--- config.mk ---
export PLATFORM = sky130hd
export DESIGN_NAME = inert_ptch_intf
export DESIGN_NICKNAME = d
export VERILOG_FILES = /design/src/rtl/inert_ptch_intf.sv
export SDC_FILE = /design/constraint.sdc
export NUM_CORES = 1
export LEC_CHECK = 0
export ABC_AREA = 0
export BUFFER_PORTS_ARGS = -buffer_cell sky130_fd_sc_hd__buf_2
export CORE_ASPECT_RATIO = 0.7
export CORE_MARGIN = 5
export CORE_UTILIZATION = 50
export DETAILED_ROUTE_END_ITERATION = 10
export PLACE_DENSITY = 0.68
export SYNTH_ARGS = -nofsm -noshare
export SYNTH_HDL_FRONTEND = slang
export SYNTH_SLANG_ARGS = --single-unit
--- constraint.sdc ---
create_clock -name clk -period 23 [get_ports clk]
set_input_delay 6.9 -clock clk [delete_from_list [all_inputs] [get_ports clk]]
set_output_delay 6.9 -clock clk [all_outputs]
set_load 0.01 [all_outputs]
--- src/rtl/inert_ptch_intf.sv ---
// Inertial pitch interface: configures the IMU over an SPI monarch, then on
// each data-ready INT reads pitch rate and Z accel, integrates the rate,
// fuses it with the accel-derived pitch and pulses vld with fresh results.
//
// SPI monarch handshake: wrt is a one-cycle start pulse and cmd is held
// stable from that cycle until the monarch answers with a one-cycle done;
// a new wrt is only issued in the cycle that consumes the previous done, so
// at most one transaction is ever outstanding.
module inert_ptch_intf #(
  parameter bit          fast_sim       = 1'b1,
  parameter logic [15:0] PTCH_RT_OFFSET = 16'h0050,
  parameter logic [15:0] AZ_OFFSET      = 16'h00A0
) (
  input  logic        clk,
  input  logic        rst_n,
  input  logic        INT,
  input  logic        done,
  input  logic [15:0] rd_data,
  output logic        wrt,
  output logic [15:0] cmd,
  output logic        vld,
  output logic [15:0] ptch,
  output logic [15:0] ptch_rt
);

  typedef enum logic [2:0] {
    INIT_WAIT, CFG, IDLE, RD_PL, RD_PH, RD_AZL, RD_AZH, UPD
  } state_t;

  // Kept as a named register so checkers can bind to the FSM state.
  state_t             state;
  logic [15:0]        timer;
  logic [1:0]         cfg_idx;
  logic               int_ff1, int_ff2;
  logic [7:0]         rate_lo, rate_hi, az_lo, az_hi;
  logic signed [26:0] ptch_int;

  logic               timer_full;
  logic signed [15:0] rt_nxt, az_comp, ptch_acc;
  logic signed [25:0] acc_prod, acc_shift;
  logic signed [26:0] fusion, ptch_int_nxt;

  // Init wait ends on the 10-bit wrap in fast simulation, 16-bit otherwise.
  assign timer_full = fast_sim ? (timer[9:0] == 10'h3FF) : (timer == 16'hFFFF);

  // Fused pitch is the top 16 bits of the integrator.
  assign ptch = ptch_int[26:11];

  // Sample arithmetic: bias removal, accel pitch estimate, fusion step.
  always_comb begin
    rt_nxt       = $signed({rate_hi, rate_lo} - PTCH_RT_OFFSET);
    az_comp      = $signed({az_hi, az_lo} - AZ_OFFSET);
    acc_prod     = $signed({{10{az_comp[15]}}, az_comp}) * 26'sd327;
    acc_shift    = acc_prod >>> 13;
    ptch_acc     = acc_shift[15:0];
    fusion       = (ptch_acc > $signed(ptch)) ? 27'sd1024 : -27'sd1024;
    ptch_int_nxt = ptch_int - $signed({{11{rt_nxt[15]}}, rt_nxt}) + fusion;
  end

  // Two-flop synchronizer for the asynchronous data-ready level.
  always_ff @(posedge clk or negedge rst_n) begin
    if (!rst_n) begin
      int_ff1 <= 1'b0;
      int_ff2 <= 1'b0;
    end else begin
      int_ff1 <= INT;
      int_ff2 <= int_ff1;
    end
  end

  // Main sequencer: init wait, config writes, read chain, update.
  always_ff @(posedge clk or negedge rst_n) begin
    if (!rst_n) begin
      state    <= INIT_WAIT;
      timer    <= 16'h0000;
      cfg_idx  <= 2'd0;
      wrt      <= 1'b0;
      cmd      <= 16'h0000;
      vld      <= 1'b0;
      ptch_rt  <= 16'h0000;
      ptch_int <= 27'sd0;
      rate_lo  <= 8'h00;
      rate_hi  <= 8'h00;
      az_lo    <= 8'h00;
      az_hi    <= 8'h00;
    end else begin
      wrt <= 1'b0;
      vld <= 1'b0;
      case (state)
        INIT_WAIT: begin
          timer <= timer + 16'd1;
          if (timer_full) begin
            wrt     <= 1'b1;
            cmd     <= 16'h0D02;
            cfg_idx <= 2'd0;
            state   <= CFG;
          end
        end
        CFG: begin
          if (done) begin
            case (cfg_idx)
              2'd0: begin wrt <= 1'b1; cmd <= 16'h1053; cfg_idx <= 2'd1; end
              2'd1: begin wrt <= 1'b1; cmd <= 16'h1150; cfg_idx <= 2'd2; end
              2'd2: begin wrt <= 1'b1; cmd <= 16'h1460; cfg_idx <= 2'd3; end
              default: state <= IDLE;
            endcase
          end
        end
        IDLE: begin
          if (int_ff2) begin
            wrt   <= 1'b1;
            cmd   <= 16'hA200;
            state <= RD_PL;
          end
        end
        RD_PL: begin
          if (done) begin
            rate_lo <= rd_data[7:0];
            wrt     <= 1'b1;
            cmd     <= 16'hA300;
            state   <= RD_PH;
          end
        end
        RD_PH: begin
          if (done) begin
            rate_hi <= rd_data[7:0];
            wrt     <= 1'b1;
            cmd     <= 16'hAC00;
            state   <= RD_AZL;
          end
        end
        RD_AZL: begin
          if (done) begin
            az_lo <= rd_data[7:0];
            wrt   <= 1'b1;
            cmd   <= 16'hAD00;
            state <= RD_AZH;
          end
        end
        RD_AZH: begin
          if (done) begin
            az_hi <= rd_data[7:0];
            state <= UPD;
          end
        end
        UPD: begin
          ptch_rt  <= rt_nxt;
          ptch_int <= ptch_int_nxt;
          vld      <= 1'b1;
          state    <= IDLE;
        end
        default: state <= INIT_WAIT;
      endcase
    end
  end

endmodule

==> out/metrics.csv <==
metric,value,unit
slew_viol_final,0,
final_common_cell,inv_1,
rrSetupSlack,11360,ps
tns,0,ps
synth-edff-count,0,
critPathSlowestCell,a221oi_1,
fill_cells,1654,
finalSetupViolCount,0,
wl_met3,641,um
cp_common_cell,ha_1,
worstPathArrival,11870,ps
required,23230,ps
io-pin-count,70,
hp-start,int_ff1,
ctsLongestPathBuffers,2,
ys_seq_area_share,28.2,%
cts_tree,done,
yosysWarnings,0,
die_h,124,um
clkTransAtPathRegs,80,ps
portBuffers,57,
grt_pass1_vias,6208,
worstRegToRegCells,38,
ant_nets,0,
grt.total_usage,18.3,%
worst_pin_slew,997,ps
clock_skew,13.3,ps
layout-drive-gt1-share,12.4,%
hold_path.class,reg2reg,
register_area,2600,um2
num_antenna_cells,0,
clock_latency,360,ps
synthArstFlopShare,100,%
crit_family,compound AO/OA/AOI/OAI gates,
area_delta_synth_final,7.84,%
worstHoldEndpoint,int_ff2,
rows,41,
cts_max_level,3,
dp_hpwl,14600,um
place_congestion,0.858,
critPathCaptureType,register,
wl_met1,9860,um
synth_area,9210,um2
firstDrtPassIters,4,
clock-sinks,104,
ctsHoldBuffers,0,
fin_crit_sh,50.6,%
path_max_fanout,15,
rsz0062_at_grt,false,
slew_headroom,33.6,%
start_util,51.0,%
reg2reg_from,az_lo[5],
max_freq,85.9,MHz
yosys-top-cells-area,"dfrtp_1, ha_1, fa_1, inv_1, mux2_2",
crit_buf_inv,5,
via_count,6451,
finalHoldViolCount,0,
whs_path_depth,0,
status,completed,
r2r-end,ptch_int[26],
drt-total-wl,18400,um
highest_layer,met4,
grt_first_pass_wirelength,31300,um
dieArea,21300,um2
multi_input_area,5890,um2
cts_repair_resize_count,0,
period_minus_slack,11640,ps
die_w,172,um
ys.flop_type,dfrtp_1,
wl_per_cell,14.9,um
grt_max_degree,81,
core,18100,um2
grt_overflow,0,
postCtsSetupBuffers,0,
crit_type,reg2reg,
postSynthAreaPerCell,9.66,um2
synth_top_area_cell,dfrtp_1,
cap_violations,0,
numCtsBuffers,9,
netlist_instances,954,
yosys.area.top_type_share,28.2,%
final_cell_mix,"inv_1, ha_1, dfrtp_1",
vias_per_cell,5.24,
ys_seq_elements,104,
cts_root_buffer,clkbuf_16,
drc,0,
initialDrtViolationCount,347,
antenna_found_initial,0,
worst_setup_path_start_kind,register,
synth_cell_types,56,
met2_length,7670,um
slowest_delay,640,ps
final_nets,1202,
## metal layers
metal,GRT usage [%],vias up
li1,-,3269
met1,29.1,3071
met2,26.1,95
met3,2.97,16
met4,3.78,0
met5,0,-
## worst max-delay path by stage
stage	startpoint	cells past startpoint	slack, ps	end
after global placement	az_lo[5]	38	11560	ptch_int[26]
after global routing	az_lo[5]	38	10470	ptch_int[26]
after CTS	az_lo[5]	38	11310	ptch_int[26]
after detailed placement	az_lo[5]	38	11410	ptch_int[26]
final	az_lo[5]	38	11360	ptch_int[26]
after floorplan	az_lo[5]	37	12360	ptch_int[26]
## layout make-up
cell class / count / area share, %
clock inverters: 7 / 0.856
repair buffers: 61 / 3.20
flip-flops and latches: 104 / 26.2
well taps: 236 / 2.97
multi-input cells: 674 / 59.3
inverters: 139 / 5.25
clock buffers: 9 / 2.27
## metrics by stage
stage | setup WS [ps] | hold slack (ps) | util, % | cell area, um2 | cells
after global routing | 10470 | 361 | 55.0 | 9930 | 1230
after detailed placement | 11410 | 336 | 53.3 | 9620 | 1214
final | 11360 | 350 | 55.0 | 9930 | 1230
after floorplan | 12360 | 331 | - | 9220 | 957
after global placement | 11560 | 336 | 53.3 | 9620 | 1214
after CTS | 11310 | 353 | 55.0 | 9930 | 1230
## flip-flops by register name, indices dropped and copies added, names as in the netlist
signal,cells
az_hi,8
az_lo,8
cfg_idx,2
cmd,10
int_ff1,1
int_ff2,1
ptch_int,27
ptch_rt,16
rate_hi,8
rate_lo,8
state,3
timer,10
vld,1
wrt,1
## Yosys cell counts, types with 4 or more instances
library cell / count
nor3_1: 14
a221oi_1: 4
o21bai_1: 6
a21o_1: 16
a31oi_1: 4
mux2_2: 35
dfrtp_1: 104
clkbuf_1: 18
a21oi_1: 36
nor2b_1: 6
inv_1: 139
a211oi_1: 5
a22o_1: 4
o21a_1: 4
and2_1: 4
o211ai_1: 7
xor2_1: 29
xnor2_1: 39
fa_1: 57
nand3_1: 20
nand2_1: 85
o21ai_0: 64
buf_4: 22
nand4_1: 7
ha_1: 136
and3_1: 5
nor2_1: 42
## kinds of logic after synthesis
family / count (synthesis) / synth area share [%]
fa+ha+maj: 193 / 30.9
simple gates: 202 / 10.2
compound gates: 171 / 11.6
buf+inv: 179 / 8.19
flops: 104 / 28.2
mux: 36 / 4.39
xor+xnor: 68 / 6.46
other cells: 1 / 0.0407
Power is not shown: default switching activity piles up to over one toggle a cycle in this logic, so the estimate is an artifact.
